### src/rtl/pdm_array.sv
// pdm_array: multi-channel pulse-density modulator with double-buffered
// levels, per-channel enable/invert, a shared update prescaler and
// staggered accumulator start phases.
module pdm_array #(
    parameter int WIDTH    = 8,
    parameter int CHANNELS = 4,
    parameter int DIV      = 1,
    localparam int CW      = (CHANNELS > 1) ? $clog2(CHANNELS) : 1
) (
    input  logic                clk,
    input  logic                reset,
    input  logic                wr_en,
    input  logic [CW-1:0]       wr_chan,
    input  logic [WIDTH-1:0]    wr_data,
    input  logic [CHANNELS-1:0] en_mask,
    input  logic [CHANNELS-1:0] inv_mask,
    input  logic                commit,
    output logic                commit_pending,
    output logic [CHANNELS-1:0] pdm_out
);

    localparam int PW = (DIV > 1) ? $clog2(DIV) : 1;
    localparam logic [PW-1:0] P_LAST = PW'(DIV - 1);

    typedef enum logic {
        IDLE    = 1'b0,
        PENDING = 1'b1
    } state_t;

    // Start phase of channel c, spread evenly around the accumulator circle.
    function automatic logic [WIDTH-1:0] seed_of(input int c);
        int s;
        s = (c * (1 << WIDTH)) / CHANNELS;
        return s[WIDTH-1:0];
    endfunction

    logic [PW-1:0]       p_q, p_d;
    state_t              state_q, state_d;
    logic [WIDTH-1:0]    shadow_q [CHANNELS];
    logic [WIDTH-1:0]    shadow_d [CHANNELS];
    logic [WIDTH-1:0]    active_q [CHANNELS];
    logic [WIDTH-1:0]    active_d [CHANNELS];
    logic [WIDTH-1:0]    acc_q    [CHANNELS];
    logic [WIDTH-1:0]    acc_d    [CHANNELS];
    logic [CHANNELS-1:0] en_q, en_d;
    logic [CHANNELS-1:0] inv_q, inv_d;
    logic [CHANNELS-1:0] pdm_out_q, pdm_out_d;
    logic                tick;
    logic                transfer;

    assign tick           = (p_q == P_LAST);
    assign transfer       = (state_q == PENDING) && tick;
    assign commit_pending = (state_q == PENDING);
    assign pdm_out        = pdm_out_q;

    // Prescaler count and commit handshake; a commit seen while PENDING
    // or on the transfer edge itself is dropped.
    always_comb begin
        p_d     = tick ? '0 : p_q + PW'(1);
        state_d = state_q;
        case (state_q)
            IDLE:    if (commit) state_d = PENDING;
            PENDING: if (tick)   state_d = IDLE;
            default:             state_d = IDLE;
        endcase
    end

    // Shadow writes and the atomic shadow-to-active transfer; the transfer
    // copies pre-edge shadow values, so a same-cycle write waits for the
    // next commit.
    always_comb begin
        shadow_d = shadow_q;
        active_d = active_q;
        en_d     = en_q;
        inv_d    = inv_q;
        for (int c = 0; c < CHANNELS; c++) begin
            if (wr_en && (int'(wr_chan) == c)) shadow_d[c] = wr_data;
        end
        if (transfer) begin
            active_d = shadow_q;
            en_d     = en_mask;
            inv_d    = inv_mask;
        end
    end

    // Accumulate on ticks; the carry is the density bit. Disabled channels
    // park at their seed so re-enabling restarts the pattern from it.
    always_comb begin
        logic [WIDTH:0] sum;
        acc_d     = acc_q;
        pdm_out_d = pdm_out_q;
        sum       = '0;
        if (tick) begin
            for (int c = 0; c < CHANNELS; c++) begin
                sum = {1'b0, active_q[c]} + {1'b0, acc_q[c]};
                if (en_q[c]) begin
                    acc_d[c]     = sum[WIDTH-1:0];
                    pdm_out_d[c] = sum[WIDTH] ^ inv_q[c];
                end else begin
                    acc_d[c]     = seed_of(c);
                    pdm_out_d[c] = 1'b0;
                end
            end
        end
    end

    // All state registers, cleared asynchronously.
    always_ff @(posedge clk or posedge reset) begin
        if (reset) begin
            p_q       <= '0;
            state_q   <= IDLE;
            en_q      <= '0;
            inv_q     <= '0;
            pdm_out_q <= '0;
            for (int c = 0; c < CHANNELS; c++) begin
                shadow_q[c] <= '0;
                active_q[c] <= '0;
                acc_q[c]    <= seed_of(c);
            end
        end else begin
            p_q       <= p_d;
            state_q   <= state_d;
            en_q      <= en_d;
            inv_q     <= inv_d;
            pdm_out_q <= pdm_out_d;
            for (int c = 0; c < CHANNELS; c++) begin
                shadow_q[c] <= shadow_d[c];
                active_q[c] <= active_d[c];
                acc_q[c]    <= acc_d[c];
            end
        end
    end

endmodule
### config.mk
export PLATFORM = sky130hd
export DESIGN_NAME = pdm_array
export DESIGN_NICKNAME = d
export VERILOG_FILES = /design/src/rtl/pdm_array.sv
export SDC_FILE = /design/constraint.sdc
export NUM_CORES = 1
export LEC_CHECK = 0
export BUFFER_PORTS_ARGS = -buffer_cell sky130_fd_sc_hd__buf_2
export CORE_UTILIZATION = 65
export DETAILED_ROUTE_END_ITERATION = 12
export GPL_TIMING_DRIVEN = 0
export PLACE_DENSITY = 0.84
export SYNTH_ARGS = -nofsm -noshare
export SYNTH_HDL_FRONTEND = slang
export SYNTH_SLANG_ARGS = --single-unit
### constraint.sdc
create_clock -name clk -period 5.2 [get_ports clk]
set_clock_uncertainty 0.05 [all_clocks]
set_input_delay 0.26 -clock clk [delete_from_list [all_inputs] [get_ports clk]]
set_output_delay 0.26 -clock clk [all_outputs]
set_load 0.05 [all_outputs]
Word level (Yosys, flattened, before mapping)

Cells that the tools add are included.

Add/sub/neg operators: 5
$mul: 0
Div/mod/pow operators: 0
Magnitude comparators: 0
Equal/unequal tests: 3
Shifts and indexed selects: 0
Muxes and demuxes: 12
Bitwise operators: 6
Reduce and logical (&&, ||, !) cells: 6

Operators with widths:

| operator                                                              | number |
|---|---|
| 8-bit by 8-bit adder with 9-bit output                                | 4 |
| 8-bit 2-to-1 mux                                                      | 4 |
| 1-bit 2-to-1 mux                                                      | 7 |
| 1-bit logical AND                                                     | 5 |
| 2-bit equality test, second input constant                            | 2 |
| 1-bit XOR                                                             | 4 |
| 2-bit by 1-bit equality test with 1-bit output, second input constant | 1 |
| 2-bit logical NOT                                                     | 1 |
| 1-bit NOT                                                             | 2 |
| 1-bit one-hot mux with 2 select lines                                 | 1 |
| 1-bit adder, second input constant                                    | 1 |

Register bits: 110
Latch bits: 0
RAM bits: 0
ROM bits: 0
Bits of input ports: 22
Output and inout bits: 5
Word-level logic and storage cells: 49
Memories kept: 0

Depth between registers and ports, before layout

Word-level depth: 3
Mapped depth: 6
Gate-level depth less buffers: 6

Worst setup path before layout

No wires, ideal clock.

Kind: register to register
Start: register active_q[8] (netlist name)
End: register pdm_out_q[2] (netlist: pdm_out[2])
Library setup time: 79 ps
Arrival time: 1754 ps
Data required time: 5071 ps
Path slack: 3317 ps
Cell stages (with the launch flop): 7
Path buffers: 0
Period minus slack after synthesis: 1883 ps
Cells stage by stage: dfrtp_1 -> ha_1 -> fa_1 -> a211oi_2 -> o21ai_1 -> a31oi_1 -> mux2i_1

Word-level cells in the longest chain between the ends: 3

Ends and longest elaborated chain:

| item                                   | RTL line | RTL |
|---|---|---|
| from (decl)                            | 41       | `logic [WIDTH-1:0] active_q [CHANNELS];` |
| from (signal, indexed assignment)      | 128      | `active_q[c] <= active_d[c];` |
| 8-bit by 8-bit adder with 9-bit output | 95       | `sum = {1'b0, active_q[c]} + {1'b0, acc_q[c]};` |
| 1-bit XOR                              | 98       | `pdm_out_d[c] = sum[WIDTH] ^ inv_q[c];` |
| 1-bit 2-to-1 mux                       | 96       | `if (en_q[c]) begin` |
| to (signal assigned)                   | 125      | `pdm_out_q <= pdm_out_d;` |
| to (decl)                              | 47       | `logic [CHANNELS-1:0] pdm_out_q, pdm_out_d;` |

Every way passes these cells.
A chain may end at the register's enable or synchronous reset.

Final worst setup path

Same ends and word-level chain as after synthesis.

==> flow_summary_export.csv <==
group,metric,value,unit
run_status,outcome,"finished clean",
yosys,synth_edf_count,0,
layout,area_growth,10.1,%
yosys,synthFlopType,"dfrtp_1",
power_and_ir_drop,peakVddDrop,0.296,mV
yosys,synth_top_area_cell,"dfrtp_1",
layout,regArea,0.00273,mm2
floorplan,die_w,92.3,um
yosys,netlist_instances,411,
timing,fmax,478,MHz
floorplan,pin_count,27,
place,portBuffers,26,
layout,final_nets,508,
yosys,yosys-top-cells-area,"dfrtp_1 50%, mux2_2 15%, ha_1 7.6%",
grt,grt.total_usage,25.7,%
timing,hold_viol,0,
clock_network,cts_root_buffer,"clkbuf_8",
timing,slew_viol_final,0,
yosys,syn-mean-instance-area,12.9,um2
grt,grt_pass1_wl,16.6,mm
grt,grt_pass1_vias,3495,
critical_path,cp-start-kind,"register",
critical_path,crit_start,"active_q[8]",
critical_path,path_class,"reg -> reg",
critical_path,crit_required,5.44,ns
grt,antenna_found_initial,0,
routing,post-route-drc-count,0,
routing,via_per_inst,6.01,
yosys,synthTopCellsByCount,"105 x dfrtp_1, 72 x mux2_2, 32 x ha_1, 19 x nand2_1",
timing,fin_setup_tns,0,ns
timing,tightest_slew,0.685,ns
yosys,synth_fa_ha_area_share,9.07,%
routing,antenna_left,0,
critical_path,worstPathMaxFanout,3,
timing,layout_min_cycle_time,2.09,ns
timing,slew_headroom,54.3,%
timing,setup_viol,0,
clock_network,cts_tree,"built",
place,gp_congestion,0.840,
clock_network,htreeDepth,3,
clock_network,clk_pin_slew,0.10,ns
critical_path,critPathArrivalTime,2.33,ns
routing,routed_wl,9.82,mm
power_and_ir_drop,total_leakage_power,0.00270,uW
layout,multi_input_area,0.00249,mm2
power_and_ir_drop,cellPowerDensity,530,mW/mm2
routing,wl_per_cell,17.6,um
layout,fin_cells,557,
yosys,synth_top_family_by_area,"multiplexers",
clock_network,clk-insertion-delay-late,0.36,ns
clock_network,post_cts_resized,0,
timing,grt_setup_unrepaired,"no",
yosys,synth_seq_cells,109,
place,place_inst,540,
floorplan,die_area,0.00851,mm2
flow_run,maxCapViolations,0,
yosys,synthMuxAreaShare,16.7,%
clock_network,cts_buffers,9,
clock_network,clkSinkCount,109,
yosys,synth-compound-area-share,10.7,%
yosys,synthArstFlopShare,100,%
clock_network,clock_path_buffers,2,
yosys,synth_top_cell_area_share,49.6,%
yosys,ys_seq_area_share,51.6,%
critical_path,worstReg2RegStart,"active_q[8]",
yosys,yosys.area_share.xor_xnor,1.32,%
grt,grt_overflow_total,0,
worst_hold_path,hp-start,"commit",
yosys,syn_nets,469,
yosys,synth.most_common_cell,"dfrtp_1",
yosys,synth-simple-area-share,9.24,%
timing,period_share,40.2,%
critical_path,endpoint_kind,"register",
floorplan,fp.coreArea,0.00781,mm2
yosys,syn_area,0.00530,mm2
layout,fillerInstances,515,
layout,antenna_cells,0,
floorplan,core.rowCount,32,
routing,drtPass1Iterations,4,
worst_hold_path,hold_path.class,"in -> reg",
routing,num_vias,3348,
grt,grt_max_degree,57,
layout,drive_gt1_share,29.2,%
floorplan,start_util,67.8,%
yosys,ys_types,52,
yosys,yosys_warnings,0,
routing,drtIter0Drc,152,
floorplan,die_h,92.3,um
place,dp_hpwl,6.87,mm
==> through the flow <==
stage	util (%)	setup slack, ns	instance area [um2]	total power [uW]	hold WS, ns
4_1_cts	74.7	3.10	5830	3100	0.0475
3_3_place_gp	71.1	0.885	5550	2400	0.432
5_1_grt	74.7	2.92	5830	3310	0.0431
2_1_floorplan	-	2.02	5300	2220	0.348
3_5_place_dp	71.5	3.14	5580	2490	0.373
6_report	74.7	3.11	5830	3090	0.0621
==> cells by family after synthesis <==
logic type / after synthesis
muxes: 79
DFF: 109
xor gates and xnor gates: 8
AOI/OAI and AO/OA: 78
buffers and inverters: 15
adders and majority gates: 36
and+or+nand+nor: 86
==> path summary, 6_finish.rpt <==
path	end	slack, ns	depth (start not counted)
max	pdm_out[2]	3.11	6
min	commit_pending	0.06	2
max reg2reg	pdm_out[2]	3.11	6
min reg2reg	shadow_q[11]	0.46	1
max in group asynchronous	acc_q[15]	3.85	4
min in group asynchronous	acc_q[16]	0.50	3
==> critical path: stages, from the launching register on <==
cell	delay, ns
dfrtp_1	0.39
ha_1	0.25
fa_1	0.45
a211oi_2	0.31
o21ai_1	0.11
a31oi_1	0.24
mux2i_1	0.22
==> sequential cells by signal, indices dropped and copies added (netlist names) <==
signal / count
shadow_q: 32
acc_q: 32
commit_pending: 1
en_q: 4
inv_q: 4
active_q: 32
pdm_out: 4
==> cell type report <==
type,instances,area share (%)
clock buffers,10,2.19
repair buffers,28,2.88
clock inverters,6,1.87
inverters,6,0.429
well taps,102,2.19
flip-flops and latches,109,46.9
multi-input cells,287,42.8
plain buffers,9,0.794
==> metal layers <==
metal	track usage (%)	vias to the layer above	routed length [um]
li1	-	1597	-
met1	32.8	1678	4470
met2	44.7	63	4990
met3	5.39	10	278
met4	6.64	0	77
met5	0	-	0
==> cell usage in the layout (no fill, tap or decap), types with 4 or more instances in the layout <==
master | synthesis | routed
a211oi_1 | 12 | 12
inv_1 | 6 | 5
dfstp_2 | 4 | 4
o211ai_1 | 5 | 5
nor2_1 | 13 | 13
xnor2_1 | 4 | 4
nand3b_1 | 6 | 6
and2_1 | 14 | 14
fa_1 | 4 | 4
nand2b_1 | 5 | 5
clkbuf_1 | 4 | 5
a21oi_1 | 6 | 6
dfrtp_1 | 105 | 105
o21ai_1 | 4 | 4
mux2i_1 | 6 | 6
ha_1 | 32 | 32
nor3_1 | 7 | 7
clkbuf_8 | 0 | 9
nand2_1 | 19 | 19
a31oi_1 | 5 | 5
a211o_1 | 5 | 5
o21ai_0 | 14 | 14
xor2_1 | 4 | 4
a21o_1 | 7 | 7
nor3b_1 | 4 | 4
buf_2 | 4 | 30
mux2_2 | 72 | 72
==> report_power, final <==
part | internal [uW] | total [uW] | switching (uW)
Clock | 320 | 599 | 278
Sequential | 1100 | 1230 | 131
Combinational | 592 | 1270 | 673
==> repair_timing <==
| item | 4_1_cts | 5_1_grt |
|---|---|---|
| buffers inserted | 0 | 0 |
| hold buffers | 1 | 0 |
| hold endpoints to repair | 52 | 0 |
(Power assumes the default switching activity.)
